==> src/rtl/hazard_controller_if.sv <==
// Hazard controller port bundle: pipeline hazard inputs and stall/flush/halt controls.
// The pipeline side uses the master modport, the controller uses the slave modport.
interface hazard_controller_if #(
    parameter int unsigned NB_REG_ADDRESS = 5,
    parameter int unsigned NB_STALL_COUNT = 16
);
    logic                      i_enable;
    logic [NB_REG_ADDRESS-1:0] i_rs_if_id;
    logic [NB_REG_ADDRESS-1:0] i_rt_if_id;
    logic [NB_REG_ADDRESS-1:0] i_rt_id_ex;
    logic                      i_mem_read_id_ex;
    logic                      i_branch_taken_id;
    logic                      i_halt_id;
    logic                      o_pc_write;
    logic                      o_if_id_write;
    logic                      o_id_ex_bubble;
    logic                      o_if_id_flush;
    logic                      o_halted;
    logic [NB_STALL_COUNT-1:0] o_stall_count;

    modport master (
        output i_enable, i_rs_if_id, i_rt_if_id, i_rt_id_ex, i_mem_read_id_ex,
               i_branch_taken_id, i_halt_id,
        input  o_pc_write, o_if_id_write, o_id_ex_bubble, o_if_id_flush, o_halted,
               o_stall_count
    );

    modport slave (
        input  i_enable, i_rs_if_id, i_rt_if_id, i_rt_id_ex, i_mem_read_id_ex,
               i_branch_taken_id, i_halt_id,
        output o_pc_write, o_if_id_write, o_id_ex_bubble, o_if_id_flush, o_halted,
               o_stall_count
    );
endinterface

==> src/rtl/hazard_controller.sv <==
// Pipeline hazard sequencer: load-use stalls, branch flushes and halt drain.
// Optional feature macro: HAZARD_STALL_COUNTER_EN enables the saturating stall counter.
module hazard_controller #(
    parameter int unsigned NB_REG_ADDRESS = 5,
    parameter int unsigned NB_DRAIN_COUNT = 3,
    parameter int unsigned DRAIN_CYCLES   = 3,
    parameter int unsigned NB_STALL_COUNT = 16
) (
    input logic                 i_clock,
    input logic                 i_reset,
    hazard_controller_if.slave  bus
);

    typedef enum logic [1:0] {
        StRun,
        StLoadStall,
        StDrain,
        StHalted
    } state_e;

    state_e                    state_q;
    logic [NB_DRAIN_COUNT-1:0] drain_cnt_q;
    logic                      halted_q;
    logic                      load_use;
    logic                      load_use_eff;

    assign load_use = bus.i_mem_read_id_ex
                   && (bus.i_rt_id_ex != '0)
                   && ((bus.i_rt_id_ex == bus.i_rs_if_id) || (bus.i_rt_id_ex == bus.i_rt_if_id));

    // Only one stall per load: the hazard is ignored once already stalled.
    assign load_use_eff = load_use && (state_q == StRun);

    always_comb begin
        bus.o_pc_write     = 1'b0;
        bus.o_if_id_write  = 1'b0;
        bus.o_id_ex_bubble = 1'b0;
        bus.o_if_id_flush  = 1'b0;
        if (i_reset) begin
            bus.o_id_ex_bubble = 1'b1;
            bus.o_if_id_flush  = 1'b1;
        end else if (bus.i_enable) begin
            unique case (state_q)
                StRun, StLoadStall: begin
                    if (load_use_eff) begin
                        bus.o_id_ex_bubble = 1'b1;
                    end else if (bus.i_halt_id) begin
                        bus.o_if_id_write = 1'b1;
                        bus.o_if_id_flush = 1'b1;
                    end else if (bus.i_branch_taken_id) begin
                        bus.o_pc_write    = 1'b1;
                        bus.o_if_id_write = 1'b1;
                        bus.o_if_id_flush = 1'b1;
                    end else begin
                        bus.o_pc_write    = 1'b1;
                        bus.o_if_id_write = 1'b1;
                    end
                end
                StDrain: begin
                    bus.o_if_id_write = 1'b1;
                    bus.o_if_id_flush = 1'b1;
                end
                StHalted: begin
                end
                default: begin
                end
            endcase
        end
    end

    always_ff @(posedge i_clock) begin
        if (i_reset) begin
            state_q     <= StRun;
            drain_cnt_q <= '0;
            halted_q    <= 1'b0;
        end else if (bus.i_enable) begin
            unique case (state_q)
                StRun, StLoadStall: begin
                    if (load_use_eff) begin
                        state_q <= StLoadStall;
                    end else if (bus.i_halt_id) begin
                        state_q     <= StDrain;
                        drain_cnt_q <= NB_DRAIN_COUNT'(DRAIN_CYCLES);
                    end else begin
                        state_q <= StRun;
                    end
                end
                StDrain: begin
                    drain_cnt_q <= drain_cnt_q - NB_DRAIN_COUNT'(1);
                    if (drain_cnt_q == NB_DRAIN_COUNT'(1)) begin
                        state_q  <= StHalted;
                        halted_q <= 1'b1;
                    end
                end
                StHalted: begin
                    state_q <= StHalted;
                end
                default: begin
                    state_q <= StRun;
                end
            endcase
        end
    end

    // Reset forces the status outputs low during the reset cycle itself.
    assign bus.o_halted = halted_q && !i_reset;

`ifdef HAZARD_STALL_COUNTER_EN
    logic [NB_STALL_COUNT-1:0] stall_cnt_q;

    always_ff @(posedge i_clock) begin
        if (i_reset) begin
            stall_cnt_q <= '0;
        end else if (bus.i_enable && load_use_eff && (stall_cnt_q != '1)) begin
            stall_cnt_q <= stall_cnt_q + NB_STALL_COUNT'(1);
        end
    end

    assign bus.o_stall_count = i_reset ? '0 : stall_cnt_q;
`else
    assign bus.o_stall_count = '0;
`endif

endmodule

==> src/flat_wrapper.sv <==
// flat-port wrapper written by rule: the top's interface ports become plain ports
module hazard_controller_flat 
#(
    parameter int unsigned NB_REG_ADDRESS = 5,
    parameter int unsigned NB_DRAIN_COUNT = 3,
    parameter int unsigned DRAIN_CYCLES   = 3,
    parameter int unsigned NB_STALL_COUNT = 16
)
  (i_clock, i_reset, bus_i_enable, bus_i_rs_if_id, bus_i_rt_if_id, bus_i_rt_id_ex, bus_i_mem_read_id_ex, bus_i_branch_taken_id, bus_i_halt_id, bus_o_pc_write, bus_o_if_id_write, bus_o_id_ex_bubble, bus_o_if_id_flush, bus_o_halted, bus_o_stall_count);
  hazard_controller_if #(.NB_REG_ADDRESS(NB_REG_ADDRESS), .NB_STALL_COUNT(NB_STALL_COUNT)) bus_i ();
  input logic i_clock;
  input logic i_reset;
  input wire logic [$bits(bus_i.i_enable)-1:0] bus_i_enable;
  input wire logic [$bits(bus_i.i_rs_if_id)-1:0] bus_i_rs_if_id;
  input wire logic [$bits(bus_i.i_rt_if_id)-1:0] bus_i_rt_if_id;
  input wire logic [$bits(bus_i.i_rt_id_ex)-1:0] bus_i_rt_id_ex;
  input wire logic [$bits(bus_i.i_mem_read_id_ex)-1:0] bus_i_mem_read_id_ex;
  input wire logic [$bits(bus_i.i_branch_taken_id)-1:0] bus_i_branch_taken_id;
  input wire logic [$bits(bus_i.i_halt_id)-1:0] bus_i_halt_id;
  output wire logic [$bits(bus_i.o_pc_write)-1:0] bus_o_pc_write;
  output wire logic [$bits(bus_i.o_if_id_write)-1:0] bus_o_if_id_write;
  output wire logic [$bits(bus_i.o_id_ex_bubble)-1:0] bus_o_id_ex_bubble;
  output wire logic [$bits(bus_i.o_if_id_flush)-1:0] bus_o_if_id_flush;
  output wire logic [$bits(bus_i.o_halted)-1:0] bus_o_halted;
  output wire logic [$bits(bus_i.o_stall_count)-1:0] bus_o_stall_count;
  assign bus_i.i_enable = bus_i_enable;
  assign bus_i.i_rs_if_id = bus_i_rs_if_id;
  assign bus_i.i_rt_if_id = bus_i_rt_if_id;
  assign bus_i.i_rt_id_ex = bus_i_rt_id_ex;
  assign bus_i.i_mem_read_id_ex = bus_i_mem_read_id_ex;
  assign bus_i.i_branch_taken_id = bus_i_branch_taken_id;
  assign bus_i.i_halt_id = bus_i_halt_id;
  assign bus_o_pc_write = bus_i.o_pc_write;
  assign bus_o_if_id_write = bus_i.o_if_id_write;
  assign bus_o_id_ex_bubble = bus_i.o_id_ex_bubble;
  assign bus_o_if_id_flush = bus_i.o_if_id_flush;
  assign bus_o_halted = bus_i.o_halted;
  assign bus_o_stall_count = bus_i.o_stall_count;
  hazard_controller #(.NB_REG_ADDRESS(NB_REG_ADDRESS), .NB_DRAIN_COUNT(NB_DRAIN_COUNT), .DRAIN_CYCLES(DRAIN_CYCLES), .NB_STALL_COUNT(NB_STALL_COUNT)) u_core (.i_clock(i_clock), .i_reset(i_reset), .bus(bus_i));
endmodule
==> config.mk <==
export PLATFORM = sky130hd
export DESIGN_NAME = hazard_controller_flat
export DESIGN_NICKNAME = d
export VERILOG_FILES = /design/src/rtl/hazard_controller_if.sv /design/src/rtl/hazard_controller.sv /design/src/flat_wrapper.sv
export SDC_FILE = /design/constraint.sdc
export NUM_CORES = 1
export LEC_CHECK = 0
export CAP_MARGIN = 10
export CORE_MARGIN = 1.5
export CORE_UTILIZATION = 39
export CTS_CLUSTER_SIZE = 14
export DETAILED_ROUTE_END_ITERATION = 10
export GPL_TIMING_DRIVEN = 0
export PLACE_DENSITY_LB_ADDON = 0.2
export SETUP_SLACK_MARGIN = 0.2
export SKIP_LAST_GASP = 1
export SYNTH_ARGS = -nofsm -noshare
export SYNTH_HDL_FRONTEND = slang
export SYNTH_SLANG_ARGS = --single-unit
export TNS_END_PERCENT = 20
==> constraint.sdc <==
create_clock -name i_clock -period 4.69 [get_ports i_clock]
set_clock_uncertainty 0.15 [all_clocks]
set_input_delay 0.7035 -clock i_clock [delete_from_list [all_inputs] [get_ports i_clock]]
set_output_delay 0.7035 -clock i_clock [all_outputs]
set_load 0.03 [all_outputs]
==> impl_metrics.json <==
{
  "cpMostUsedCell": "sky130_fd_sc_hd__clkdlybuf4s50_1",
  "setup_repair_after_global_routing_missed_its_margin": "no",
  "clock_latency_ps": 250,
  "ctsRootBufferMaster": "sky130_fd_sc_hd__clkbuf_4",
  "cp_num_cells": 6,
  "failed_checks": "design-rule violations",
  "cts.clk_slew.worst_paths_ps": 50,
  "detail_route.vias_per_cell": 4.63,
  "antenna_found_initial": 0,
  "final.setup.worst_slack_ps": 846,
  "detail_route.wl_per_cell_microns": 10.2,
  "cp_slowest_cell": "sky130_fd_sc_hd__clkdlybuf4s50_1",
  "synth_seq_cells": 6,
  "crit_chain": "clkdlybuf4s50_1, or4_4, o211ai_4, o21ai_4, nor3b_1, clkdlybuf4s50_1",
  "static-leakage-power_nw": 0.459,
  "startpoint": "bus_i_rt_id_ex[1]",
  "dr.first_iter.drc_count": 4,
  "timing.reg2reg.setup_slack_ps": 3060,
  "clock_sink_count": 6,
  "worst_ep_arrival_time_ps": 2990,
  "ir_worst_vdd_mv": 0.150,
  "crit_path_max_fanout": 6,
  "postCtsHoldBufs": 0,
  "totalWireLength_mm": 1.40,
  "slew_headroom": 0.652,
  "topRoutingLayerUsed": "met4",
  "yosysWarnings": 0,
  "synth.top_cells.by_area": "sky130_fd_sc_hd__dfxtp_1, sky130_fd_sc_hd__buf_4, sky130_fd_sc_hd__xor2_1",
  "timing.critical_path.to": "bus_o_if_id_write",
  "synth_seq_area_share": 0.178,
  "largest_stage_delay_on_the_critical_path_ps": 700,
  "power_report.internal_total_uw": 127,
  "length_of_the_first_detailed_routing_pass_in_iterations": 7,
  "startpoint_of_the_lowest_slack_register_to_register_path": "u_core.state_q[1]",
  "grt.overflow.total": 0,
  "grt_first_pass_wirelength_mm": 2.33,
  "setup_violations": 0,
  "number_of_buffers_and_inverters_on_the_critical_path": 2,
  "power.switching_fraction": 0.363,
  "r2r.worst_path.cells": 5,
  "cp-start-kind": "primary input",
  "post_synth_num_cell_types": 32,
  "synthesis.instances": 79,
  "timing.setup.tns_ps": 0,
  "worst_path_dominant_cell_family": "buffers and inverters",
  "post-route-drc-count": 2,
  "holdCritPathClass": "reg2reg",
  "m1WireLength_microns": 590,
  "worstPathRequired_ps": 3840,
  "portion_of_synthesized_cell_area_occupied_by_the_leading_cell_type": 0.178,
  "post-route-period-util": 0.820,
  "sequentialPowerShare": 0.288,
  "grt_max_degree": 11,
  "maxClockFrequency_mhz": 260,
  "finalHoldViolations": 0,
  "clk_path_buf_depth": 2,
  "die_h_microns": 44.6,
  "post_synth_instance_area_sq_um": 676,
  "synth.avg_cell_area_sq_um": 8.55,
  "power.density_cell_area_nw_per_um2": 197,
  "layout.nets": 146,
  "max-cap-violations": 0,
  "filler_cell_count": 148,
  "final_core_util": 0.651,
  "cts-buffers-inserted": 3,
  "ctsResizeCount": 0,
  "route.met3.wl_microns": 125,
  "synth_area_leader_cell": "sky130_fd_sc_hd__dfxtp_1",
  "num_antenna_cells": 0,
  "floorplan.core_area_sq_um": 1560,
  "vias": 634,
  "chipWidth_microns": 44.6,
  "row_count": 14,
  "cts_tree": "built",
  "status": "complete, but fails checks",
  "slew_viols_final": 0,
  "end_kind": "primary output",
  "antenna_violating_nets_post_route": 0,
  "met2_length_microns": 656,
  "actual_transition_at_the_worst_max_transition_pin_ps": 522,
  "total_track_usage": 0.162,
  "placement.io_buffers": 24,
  "grt_pass1_vias": 538,
  "initial_utilization": 0.433,
  "drive_gt1_frac": 0.215,
  "finalWeightedCongestion": 0.769,
  "h-tree-depth": 1,
  "die_footprint_sq_um": 1990,
  "detailed_place_hpwl_mm": 1.16,
  "floorplan.io_pins": 42,
  "r2r-end": "u_core.drain_cnt_q[1]",
  "power_frac_comb": 0.470,
  "post-cts-setup-buffers": 0,
  "area_delta_synth_final_pct": 50.2,
  "preCtsSetupSlack_ps": 844,
  "final.min_clock_period_ps": 3840,
  "switching_power_uw": 72.7,
  "timing.setup.critical_path_class": "in2out",
  "share_clk_of_total_power": 0.242
}
-- metrics by stage --
stage	total power, mW	instances	hold WS (ps)	area [sq um]
2_1_floorplan	0.123	94	282	732
3_3_place_gp	0.151	134	299	992
3_5_place_dp	0.152	134	306	992
4_1_cts	0.202	137	318	1010
5_1_grt	0.213	137	338	1010
6_report	0.200	137	321	1010
-- worst min-delay path by stage --
stage,startpoint,endpoint,cells past startpoint
after detailed placement,u_core.halted_q,u_core.halted_q,2
after global routing,u_core.halted_q,u_core.halted_q,2
final,u_core.halted_q,u_core.halted_q,2
after floorplan,u_core.halted_q,u_core.halted_q,2
after CTS,u_core.halted_q,u_core.halted_q,2
after global placement,u_core.halted_q,u_core.halted_q,2
-- cells in the mapped netlist --
library cell and instances:
sky130_fd_sc_hd__a2111oi_4 1, sky130_fd_sc_hd__a211o_1 1, sky130_fd_sc_hd__a211oi_1 2, sky130_fd_sc_hd__a21o_1 2, sky130_fd_sc_hd__a21oi_1 3, sky130_fd_sc_hd__a22o_1 1
sky130_fd_sc_hd__a22oi_2 1, sky130_fd_sc_hd__a311o_1 1, sky130_fd_sc_hd__a41oi_1 1, sky130_fd_sc_hd__and2_1 1, sky130_fd_sc_hd__and3_1 2, sky130_fd_sc_hd__buf_1 1
sky130_fd_sc_hd__buf_4 16, sky130_fd_sc_hd__clkbuf_2 1, sky130_fd_sc_hd__conb_1 1, sky130_fd_sc_hd__dfxtp_1 6, sky130_fd_sc_hd__ha_1 2, sky130_fd_sc_hd__inv_1 5
sky130_fd_sc_hd__nand2_1 1, sky130_fd_sc_hd__nor2_1 7, sky130_fd_sc_hd__nor2b_1 1, sky130_fd_sc_hd__nor3_1 2, sky130_fd_sc_hd__nor3b_1 1, sky130_fd_sc_hd__nor4_1 2
sky130_fd_sc_hd__o211ai_4 1, sky130_fd_sc_hd__o21a_1 1, sky130_fd_sc_hd__o21ai_0 1, sky130_fd_sc_hd__o21ai_4 1, sky130_fd_sc_hd__o31ai_1 1, sky130_fd_sc_hd__o41ai_2 1
sky130_fd_sc_hd__or4_4 1, sky130_fd_sc_hd__xor2_1 10
-- state kept, by name, summed over array words and instances, names as in the netlist --
name                flops
u_core.state_q          2
u_core.drain_cnt_q      3
u_core.halted_q         1
-- area by class of cell --
class | count | area [sq um] | share of cell area
plain buffers | 18 | 129 | 0.127
clock buffers | 3 | 22.5 | 0.0222
inverters | 5 | 18.8 | 0.0185
multi-input cells | 65 | 464 | 0.457
flip-flops and latches | 6 | 120 | 0.118
well taps | 16 | 20.0 | 0.0197
repair buffers | 24 | 240 | 0.237
-- power groups by stage --
| stage | Sequential, mW | Combinational, mW | Clock, mW |
|---|---|---|---|
| 4_1_cts | 0.0575 | 0.0940 | 0.0502 |
| 2_1_floorplan | 0.0579 | 0.0647 | 0 |
| 3_5_place_dp | 0.0585 | 0.0936 | 0 |
| 3_3_place_gp | 0.0584 | 0.0927 | 0 |
| 5_1_grt | 0.0580 | 0.101 | 0.0541 |
| 6_report | 0.0575 | 0.0939 | 0.0485 |
-- routing by layer --
| metal | up-vias | track usage |
|---|---|---|
| met2 | 25 | 0.267 |
| li1 | 332 | - |
| met4 | 0 | 0.0727 |
| met5 | - | 0 |
| met1 | 273 | 0.181 |
| met3 | 4 | 0.0653 |
-- placed cells by master, fill, tap and decap left out, types with 3 or more instances in the layout --
master and count:
sky130_fd_sc_hd__dfxtp_1 6, sky130_fd_sc_hd__clkbuf_4 3, sky130_fd_sc_hd__clkdlybuf4s50_1 24, sky130_fd_sc_hd__a21oi_1 3, sky130_fd_sc_hd__buf_4 16, sky130_fd_sc_hd__xor2_1 10
sky130_fd_sc_hd__inv_1 5, sky130_fd_sc_hd__nor2_1 7, sky130_fd_sc_hd__conb_1 16
-- cell families after synthesis --
kind of cell,Yosys count,share of synthesized area
buf+inv,23,0.219
flops,6,0.178
fa+ha+maj,2,0.0370
simple gates,18,0.143
other cells,1,0.00555
compound gates,19,0.289
xor+xnor,10,0.130
-- worst min-delay path, stage by stage, from the launching register on --
cell	delay (ps)
sky130_fd_sc_hd__dfxtp_1	320
sky130_fd_sc_hd__a41oi_1	50
sky130_fd_sc_hd__nor2_1	70
Note: power is estimated with default switching activity, not from simulation.
